File: src/rtl/intdiv_sched.sv
// Issue scheduler and in-order result router sharing one fixed-latency signed divider
// between two requesters, with credit-based flow control and divide-by-zero interception.
module intdiv_sched #(
    parameter int N       = 4,
    parameter int LATENCY = 6,
    parameter int DEPTH   = 4
) (
    input  logic         clock,
    input  logic         reset,
    input  logic         a_req_valid,
    output logic         a_req_ready,
    input  logic [N-1:0] a_req_x,
    input  logic [N-1:0] a_req_y,
    input  logic         b_req_valid,
    output logic         b_req_ready,
    input  logic [N-1:0] b_req_x,
    input  logic [N-1:0] b_req_y,
    output logic         a_rsp_valid,
    input  logic         a_rsp_ready,
    output logic [N-1:0] a_rsp_z,
    output logic [N-1:0] a_rsp_r,
    output logic         a_rsp_div0,
    output logic         b_rsp_valid,
    input  logic         b_rsp_ready,
    output logic [N-1:0] b_rsp_z,
    output logic [N-1:0] b_rsp_r,
    output logic         b_rsp_div0,
    output logic [N-1:0] div_x,
    output logic [N-1:0] div_y,
    input  logic [N-1:0] div_z,
    input  logic [N-1:0] div_r,
    output logic         busy
);

    localparam int CW = $clog2(DEPTH + 1);
    localparam int AW = (DEPTH > 1) ? $clog2(DEPTH) : 1;
    localparam logic [CW-1:0] C_ONE   = CW'(1);
    localparam logic [CW-1:0] C_DEPTH = CW'(DEPTH);
    localparam logic [AW-1:0] P_ONE   = AW'(1);
    localparam logic [AW-1:0] P_LAST  = AW'(DEPTH - 1);
    localparam logic [N-1:0]  ONE_N   = N'(1);

    typedef struct packed {
        logic         vld;
        logic         own;
        logic         d0;
        logic [N-1:0] x;
    } tag_t;

    logic         req_valid [2];
    logic [N-1:0] req_x     [2];
    logic [N-1:0] req_y     [2];
    logic         rsp_ready [2];
    logic         rsp_valid [2];
    logic [N-1:0] rsp_z     [2];
    logic [N-1:0] rsp_r     [2];
    logic         rsp_d0    [2];
    logic         elig      [2];

    logic [1:0]   grant;
    logic         prio_q, prio_d;
    logic         issue, issue_d0;
    logic [N-1:0] issue_x, issue_y;
    tag_t         tag_q [LATENCY];
    tag_t         tag_d [LATENCY];
    tag_t         last_tag;
    logic [N-1:0] ret_z, ret_r;

    assign req_valid[0] = a_req_valid;
    assign req_valid[1] = b_req_valid;
    assign req_x[0]     = a_req_x;
    assign req_x[1]     = b_req_x;
    assign req_y[0]     = a_req_y;
    assign req_y[1]     = b_req_y;
    assign rsp_ready[0] = a_rsp_ready;
    assign rsp_ready[1] = b_rsp_ready;

    assign a_req_ready = grant[0];
    assign b_req_ready = grant[1];
    assign a_rsp_valid = rsp_valid[0];
    assign a_rsp_z     = rsp_z[0];
    assign a_rsp_r     = rsp_r[0];
    assign a_rsp_div0  = rsp_d0[0];
    assign b_rsp_valid = rsp_valid[1];
    assign b_rsp_z     = rsp_z[1];
    assign b_rsp_r     = rsp_r[1];
    assign b_rsp_div0  = rsp_d0[1];

    // prio_q = 0 means A wins a tie; it flips only when someone is actually granted.
    always_comb begin
        grant[0] = elig[0] && (!elig[1] || !prio_q);
        grant[1] = elig[1] && (!elig[0] || prio_q);
        issue    = grant[0] || grant[1];
        issue_x  = grant[1] ? req_x[1] : req_x[0];
        issue_y  = grant[1] ? req_y[1] : req_y[0];
        issue_d0 = issue && (issue_y == '0);
        div_x    = issue ? issue_x : '0;
        div_y    = (!issue || issue_d0) ? ONE_N : issue_y;
        prio_d   = grant[0] ? 1'b1 : (grant[1] ? 1'b0 : prio_q);
    end

    always_ff @(posedge clock) begin
        if (reset) begin
            prio_q <= 1'b0;
        end else begin
            prio_q <= prio_d;
        end
    end

    // Tag pipeline mirrors the divider so each result knows its owner and div0 status.
    assign tag_d[0] = {issue, grant[1], issue_d0, issue_x};
    generate
        for (genvar gi = 1; gi < LATENCY; gi++) begin : g_tag
            assign tag_d[gi] = tag_q[gi-1];
        end
    endgenerate

    always_ff @(posedge clock) begin
        if (reset) begin
            for (int i = 0; i < LATENCY; i++) begin
                tag_q[i] <= '0;
            end
        end else begin
            tag_q <= tag_d;
        end
    end

    assign last_tag = tag_q[LATENCY-1];
    assign ret_z    = last_tag.d0 ? '1 : div_z;
    assign ret_r    = last_tag.d0 ? last_tag.x : div_r;

    generate
        for (genvar gi = 0; gi < 2; gi++) begin : g_req
            logic [CW-1:0] cred_q, cred_d, cnt_q, cnt_d;
            logic [AW-1:0] wr_q, wr_d, rd_q, rd_d;
            logic          push, pop;
            logic [N-1:0]  mem_z  [DEPTH];
            logic [N-1:0]  mem_r  [DEPTH];
            logic          mem_d0 [DEPTH];

            assign push         = last_tag.vld && (last_tag.own == 1'(gi));
            assign rsp_valid[gi] = (cnt_q != '0);
            assign pop          = rsp_valid[gi] && rsp_ready[gi];
            assign elig[gi]     = req_valid[gi] && (cred_q < C_DEPTH);
            assign rsp_z[gi]    = rsp_valid[gi] ? mem_z[rd_q] : '0;
            assign rsp_r[gi]    = rsp_valid[gi] ? mem_r[rd_q] : '0;
            assign rsp_d0[gi]   = rsp_valid[gi] ? mem_d0[rd_q] : 1'b0;

            always_comb begin
                cred_d = cred_q;
                if (grant[gi] && !pop) begin
                    cred_d = cred_q + C_ONE;
                end else if (!grant[gi] && pop) begin
                    cred_d = cred_q - C_ONE;
                end
                cnt_d = cnt_q;
                if (push && !pop) begin
                    cnt_d = cnt_q + C_ONE;
                end else if (!push && pop) begin
                    cnt_d = cnt_q - C_ONE;
                end
                wr_d = wr_q;
                if (push) begin
                    wr_d = (wr_q == P_LAST) ? '0 : wr_q + P_ONE;
                end
                rd_d = rd_q;
                if (pop) begin
                    rd_d = (rd_q == P_LAST) ? '0 : rd_q + P_ONE;
                end
            end

            always_ff @(posedge clock) begin
                if (reset) begin
                    cred_q <= '0;
                    cnt_q  <= '0;
                    wr_q   <= '0;
                    rd_q   <= '0;
                end else begin
                    cred_q <= cred_d;
                    cnt_q  <= cnt_d;
                    wr_q   <= wr_d;
                    rd_q   <= rd_d;
                end
            end

            always_ff @(posedge clock) begin
                if (push) begin
                    mem_z[wr_q]  <= ret_z;
                    mem_r[wr_q]  <= ret_r;
                    mem_d0[wr_q] <= last_tag.d0;
                end
            end

            // Credits make a retire into a full, non-popping FIFO impossible.
            a_no_overflow: assert property (@(posedge clock) disable iff (reset)
                !(push && !pop && (cnt_q == C_DEPTH)));
        end
    endgenerate

    always_comb begin
        busy = rsp_valid[0] || rsp_valid[1];
        for (int i = 0; i < LATENCY; i++) begin
            busy = busy || tag_q[i].vld;
        end
    end

endmodule

File: config.mk
export PLATFORM = sky130hd
export DESIGN_NAME = intdiv_sched
export DESIGN_NICKNAME = d
export VERILOG_FILES = /design/src/rtl/intdiv_sched.sv
export SDC_FILE = /design/constraint.sdc
export NUM_CORES = 1
export LEC_CHECK = 0
export BUFFER_PORTS_ARGS = -buffer_cell sky130_fd_sc_hd__buf_4
export CORE_MARGIN = 2
export CORE_UTILIZATION = 35
export CTS_CLUSTER_SIZE = 40
export DETAILED_ROUTE_END_ITERATION = 6
export PLACE_DENSITY = 0.63
export SLEW_MARGIN = 40
export SYNTH_ARGS = -nofsm -noshare
export SYNTH_HDL_FRONTEND = slang
export SYNTH_SLANG_ARGS = --single-unit
File: constraint.sdc
create_clock -name clock -period 5.6 [get_ports clock]
set_input_delay 0.84 -clock clock [delete_from_list [all_inputs] [get_ports clock]]
set_output_delay 0.84 -clock clock [all_outputs]
set_load 0.05 [all_outputs]
==> flow_summary.json, run 1 <==
{
  "hold_viol_final": 0,
  "core_sq_um": 15100,
  "dp_slack_ns": 2.57,
  "p_per_area_nw_per_um2": 554,
  "period_share": 0.535,
  "die_area_sq_um": 16400,
  "drc": 0,
  "cts_buffers": 17,
  "p_leak_nw": 2.49,
  "diodes": 0,
  "final_max_slew_viol_count": 0,
  "antenna_found_initial": 0,
  "worst_slew_pin_slew_ns": 0.764,
  "async_reset_ff_frac": 0,
  "seqPwrFrac": 0.335,
  "yosys_warnings": 0,
  "use_met2": 0.208,
  "p_clk_frac": 0.324,
  "first_global_vias": 3074,
  "grt_remaining_overflow": 0,
  "cts_sinks": 139,
  "tns_ns": 0,
  "cp_max_fo": 12,
  "drive_gt1_frac": 0.274,
  "grt_max_degree": 64,
  "slew_headroom": 0.490,
  "nets": 491,
  "syn_avg_cell_area_sq_um": 14.1,
  "cts_max_level": 4,
  "grt_pass1_wl_um": 15700,
  "syn_to_final_growth_pct": 23.6,
  "vias": 3070,
  "final_util": 0.440,
  "startpoint_type": "input port",
  "numPortBuffers": 60,
  "syn-cell-area_sq_um": 5390,
  "finalSetupViolCount": 0,
  "crit_required_ns": 4.76,
  "antenna_left": 0,
  "ioPinCount": 61,
  "gp_congestion": 0.734,
  "dr.pass1.iters": 4,
  "finalCriticalPeriod_ns": 2.99,
  "grt.met3_usage": 0.0484,
  "cts_tree": "done",
  "cts_resized": 0,
  "power_switching_mw": 1.31,
  "ys_ff_latch": 139,
  "synth_seq_area_share": 0.650,
  "hold_class": "flip-flop to flip-flop",
  "die_w_um": 128,
  "clk_latency_ns": 0.41,
  "pwr-share-comb": 0.341,
  "total_power_mw": 3.69,
  "ctsHoldBuffers": 0,
  "clk_pin_slew_ns": 0.06,
  "use_met1": 0.153,
  "worstSetupEndpointType": "output port",
  "syn_inst": 381,
  "dr.first_iter.drc_count": 207,
  "initial_core_util": 0.356,
  "ir_drop_mv": 0.237,
  "timing.final.ws_setup_ns": 2.61,
  "p_sw_frac": 0.356,
  "max_freq_mhz": 334,
  "postCtsSetupBuffers": 0,
  "status": "complete, no violations",
  "busiest_layer": "met2",
  "cts_root_buffer": "clkbuf_16",
  "p_int_mw": 2.38,
  "std_cell_rows": 45,
  "synth_edf_count": 72,
  "skew_ns": 0.0100,
  "die_h_um": 128,
  "rsz0062_at_grt": "false",
  "synthDistinctLibCells": 37,
  "maxCapViolations": 0,
  "synth_nets": 429,
  "worstSetupPathType": "input port to output port",
  "cts_max_path_buffers": 2,
  "viasPerCell": 4.77,
  "cp.arrival_ns": 2.15,
  "drt_wl_total_um": 9740,
  "dpl.hpwl_um": 6220,
  "track_usage": 0.125,
  "wl_per_cell_um": 15.1,
  "synth_flop_cell": "edfxtp_1"
}
[worst max-delay path, cell delays in order]
cell,delay (ns)
buf_4,0.08
nor2b_1,0.61
nor2_2,0.20
a21oi_1,0.19
buf_4,0.22
[synth_stat cells, types with 2 or more instances]
library cell | n | area (sq um)
o21ai_0 | 12 | 60.1
a21oi_1 | 18 | 90.1
o31ai_2 | 2 | 25.0
nor2b_1 | 55 | 344
nor2_1 | 19 | 71.3
mux2i_1 | 9 | 90.1
nand3_1 | 9 | 45.0
dfxtp_1 | 67 | 1340
fa_1 | 4 | 80.1
mux4_2 | 18 | 405
nor3_1 | 4 | 20.0
inv_1 | 11 | 41.3
nand2_1 | 4 | 15.0
nor4_1 | 4 | 25.0
and2_1 | 4 | 25.0
ha_1 | 14 | 175
edfxtp_1 | 72 | 2160
or3_1 | 5 | 31.3
or2_2 | 4 | 25.0
clkbuf_1 | 13 | 48.8
xor2_1 | 8 | 70.1
and3_1 | 4 | 25.0
buf_2 | 3 | 15.0
mux2_2 | 4 | 45.0
buf_4 | 2 | 15.0
[flip-flops by register name, indices dropped and copies added, names as in the netlist, named ones only]
signal / flops
g_req.mem_d0: 8
last_tag: 7
prio_q: 1
g_req.rd_q: 4
g_req.mem_r: 32
g_req.mem_z: 32
g_req.cred_q: 6
tag_d: 35
g_req.cnt_q: 6
g_req.wr_q: 4
[cells in the final DEF (no fill, tap or decap), types with 5 or more instances in the layout]
| master | instances |
|---|---|
| nor2_1 | 19 |
| dfxtp_1 | 67 |
| ha_1 | 14 |
| nor2b_1 | 55 |
| clkbuf_16 | 21 |
| inv_1 | 11 |
| buf_4 | 62 |
| edfxtp_1 | 72 |
| a21oi_1 | 18 |
| or3_1 | 5 |
| o21ai_0 | 12 |
| mux2i_1 | 9 |
| nand3_1 | 9 |
| mux4_2 | 18 |
| xor2_1 | 8 |
[through the flow]
stage | cell area [sq um] | hold slack, ns | std cells
detailed placement | 6000 | 0.423 | 612
global route | 6660 | 0.449 | 644
global placement | 6000 | 0.418 | 612
finish | 6660 | 0.431 | 644
floorplan | 5390 | 0.414 | 381
CTS | 6660 | 0.437 | 644
[power groups by stage]
stage | sequential [mW] | clock [mW] | combinational (mW)
2_1_floorplan | 1.21 | 0 | 0.967
3_3_place_gp | 1.26 | 0 | 1.24
3_5_place_dp | 1.26 | 0 | 1.27
4_1_cts | 1.24 | 1.22 | 1.28
5_1_grt | 1.25 | 1.26 | 1.36
6_report | 1.24 | 1.19 | 1.26
[kinds of logic after synthesis]
| logic type | share of synthesized area |
|---|---|
| adders and majority gates | 0.0474 |
| AOI/OAI and AO/OA | 0.0388 |
| DFF | 0.650 |
| xor gates and xnor gates | 0.0130 |
| and+or+nand+nor | 0.126 |
| muxes | 0.100 |
| buffers and inverters | 0.0244 |
[area by class of cell]
class,instances,area [sq um]
multi-input combinational,212,1760
tap,188,235
inverter,11,41.3
clock inverter,7,97.6
fill,1341,8480
timing repair buffer,62,465
clock buffer,25,561
sequential,139,3500
[worst paths after layout]
| path | end | start | slack, ns | cells after the start |
|---|---|---|---|---|
| worst max register to register | g_req[0].cred_q[2]$_SDFFE_PP0P_ | g_req[1].cred_q[2]$_SDFFE_PP0P_ | 3.20 | 8 |
| worst min register to register | tag_d[10]$_SDFF_PP0_ | tag_d[17]$_SDFF_PP0_ | 0.43 | 1 |
| worst max-delay path | div_x[0] | b_req_valid | 2.61 | 5 |
| worst min-delay path | tag_d[10]$_SDFF_PP0_ | tag_d[17]$_SDFF_PP0_ | 0.43 | 1 |
[layer usage]
metal  vias to the layer above  wire length (um)
li1                       1484                 -
met1                      1501              4340
met2                        76              4830
met3                         9               447
met4                         0               116
met5                         -                 0
No activity file was read; power rests on OpenSTA's default activity.
==> run 2: changes to the inputs <==
--- a/config.mk
+++ b/config.mk
@@ -10,7 +10,7 @@
 export CORE_UTILIZATION = 35
 export CTS_CLUSTER_SIZE = 40
 export DETAILED_ROUTE_END_ITERATION = 6
-export PLACE_DENSITY = 0.63
+export PLACE_DENSITY = 0.65
 export SLEW_MARGIN = 40
 export SYNTH_ARGS = -nofsm -noshare
 export SYNTH_HDL_FRONTEND = slang
==> constraint.sdc (replaced) <==
create_clock -name clock -period 2.6 [get_ports clock]
set_input_delay 0.39 -clock clock [delete_from_list [all_inputs] [get_ports clock]]
set_output_delay 0.39 -clock clock [all_outputs]
set_load 0.05 [all_outputs]
==> run 2 against run 1 <==
Against the previous run: register-to-register slack worse by 2.9 ns; clock skew rose by 0.00067 ns; power grew 110%; highest routed layer unchanged; largest power group unchanged.
==> flow_summary.json, run 2 (synthesis gave the netlist of run 1 again) <==
{
  "status": "complete, no violations",
  "grt_max_degree": 64,
  "r2r_cells": 7,
  "grt_remaining_overflow": 0,
  "track_usage": 0.129,
  "drc": 0,
  "cts_tree": "done",
  "rr_startpoint": "g_req[0].cnt_q[0]$_SDFFE_PP0P_",
  "antenna_found_initial": 0,
  "dpl.hpwl_um": 6300,
  "first_global_vias": 3173,
  "ioPinCount": 61,
  "mostFrequentLayoutCells": "72 x edfxtp_1, 67 x dfxtp_1, 67 x buf_4",
  "max_freq_mhz": 428,
  "diodes": 0,
  "final_util": 0.437,
  "die_area_sq_um": 16400,
  "antenna_left": 0,
  "crit_required_ns": 2.94,
  "drt_wl_total_um": 9760,
  "postCtsSetupBuffers": 0,
  "die_w_um": 128,
  "die_h_um": 128,
  "cts_max_level": 4,
  "period_share": 0.898,
  "viasPerCell": 4.73,
  "largest_reg_flops": 35,
  "syn_to_final_growth_pct": 22.9,
  "hold_depth": 3,
  "skew_ns": 0.0107,
  "cts_root_buffer": "clkbuf_16",
  "holdCritStartpoint": "b_req_x[1]",
  "rsz0062_at_grt": "false",
  "finalSetupViolCount": 0,
  "cts_max_path_buffers": 2,
  "dr.first_iter.drc_count": 206,
  "startpoint_type": "flip-flop",
  "worst_slew_pin_slew_ns": 0.613,
  "hold_end": "tag_d[29]$_SDFF_PP0_",
  "regToRegEndpoint": "g_req[0].cred_q[2]$_SDFFE_PP0P_",
  "cp_max_fo": 5,
  "gp_congestion": 0.728,
  "clk_pin_slew_ns": 0.05,
  "hold_class": "input port to flip-flop",
  "cp_slowest_cell": "o31ai_2",
  "worstSetupPathType": "flip-flop to flip-flop",
  "maxCapViolations": 0,
  "final_common_cell": "edfxtp_1",
  "wl_per_cell_um": 15.0,
  "nets": 496,
  "clk_latency_ns": 0.41,
  "dr.pass1.iters": 6,
  "drive_gt1_frac": 0.273,
  "grt_pass1_wl_um": 15700,
  "ir_drop_mv": 0.548,
  "cts_buffers": 17,
  "cp.arrival_ns": 2.67,
  "initial_core_util": 0.356,
  "r2r_setup_slack_ns": 0.27,
  "slew_headroom": 0.591,
  "cts_sinks": 139,
  "std_cell_rows": 45,
  "core_sq_um": 15100,
  "hold_viol_final": 0,
  "timing.final.ws_setup_ns": 0.266,
  "cts_resized": 0,
  "critical_path.cell_chain": "o31ai_2, ha_1, inv_1, fa_1, xor2_1, or3_2, a21oi_1",
  "numPortBuffers": 60,
  "ctsHoldBuffers": 0,
  "finalCriticalPeriod_ns": 2.33,
  "dp_slack_ns": 0.246,
  "p_leak_nw": 2.47,
  "vias": 3069,
  "worstSetupEndpointType": "flip-flop",
  "max_stage_delay_ns": 0.47,
  "p_per_area_nw_per_um2": 1180,
  "final_max_slew_viol_count": 0
}
[run 2: per-stage QoR]
step	area, sq um	setup TNS [ns]	std cells	total power, mW	hold WS (ns)
2_1_floorplan	5390	-0.0597	381	4.69	0.414
3_3_place_gp	6040	0	617	5.42	0.417
3_5_place_dp	6040	0	617	5.51	0.424
4_1_cts	6620	0	649	7.89	0.267
5_1_grt	6620	0	649	8.17	0.283
6_report	6620	0	649	7.79	0.283
[run 2: critical path, delay by kind of cell (launching register included)]
family / cells / cell delay [ns]
flip-flops: 1 / 0.36
adder cells (fa/ha/maj): 2 / 0.66
AND/OR/NAND/NOR: 1 / 0.40
AO/OA/AOI/OAI: 2 / 0.61
XOR/XNOR: 1 / 0.16
buffers and inverters: 1 / 0.07
[run 2: where the power goes]
| part | switching [mW] | internal, mW |
|---|---|---|
| registers | 0.136 | 2.46 |
| logic | 1.83 | 1.00 |
| clock network | 0.835 | 1.53 |
[run 2: layout make-up]
cell class / instances / area, sq um
fill: 1345 / 8520
sequential: 139 / 3500
multi-input combinational: 212 / 1760
timing repair buffer: 67 / 503
clock buffer: 25 / 465
tap: 188 / 235
clock inverter: 7 / 115
inverter: 11 / 41.3
[run 2: layer usage]
| metal | up-vias | track usage | share of wire |
|---|---|---|---|
| li1 | 1491 | - | - |
| met1 | 1474 | 0.149 | 0.44 |
| met2 | 90 | 0.218 | 0.49 |
| met3 | 14 | 0.0455 | 0.063 |
| met4 | 0 | 0.0524 | 0.013 |
| met5 | - | 0 | 0 |
[run 2: worst max-delay path by stage]
stage	from	end	slack, ns	cells past startpoint
2_1_floorplan	b_req_valid	g_req[0].cred_q[2]$_SDFFE_PP0P_	-0.06	9
3_3_place_gp	g_req[0].cnt_q[0]$_SDFFE_PP0P_	g_req[0].cred_q[2]$_SDFFE_PP0P_	0.35	7
3_5_place_dp	g_req[0].cnt_q[0]$_SDFFE_PP0P_	g_req[0].cred_q[2]$_SDFFE_PP0P_	0.25	7
4_1_cts	g_req[0].cnt_q[0]$_SDFFE_PP0P_	g_req[0].cred_q[2]$_SDFFE_PP0P_	0.23	7
5_1_grt	g_req[0].cnt_q[0]$_SDFFE_PP0P_	g_req[0].cred_q[2]$_SDFFE_PP0P_	0.09	7
6_report	g_req[0].cnt_q[0]$_SDFFE_PP0P_	g_req[0].cred_q[2]$_SDFFE_PP0P_	0.27	7
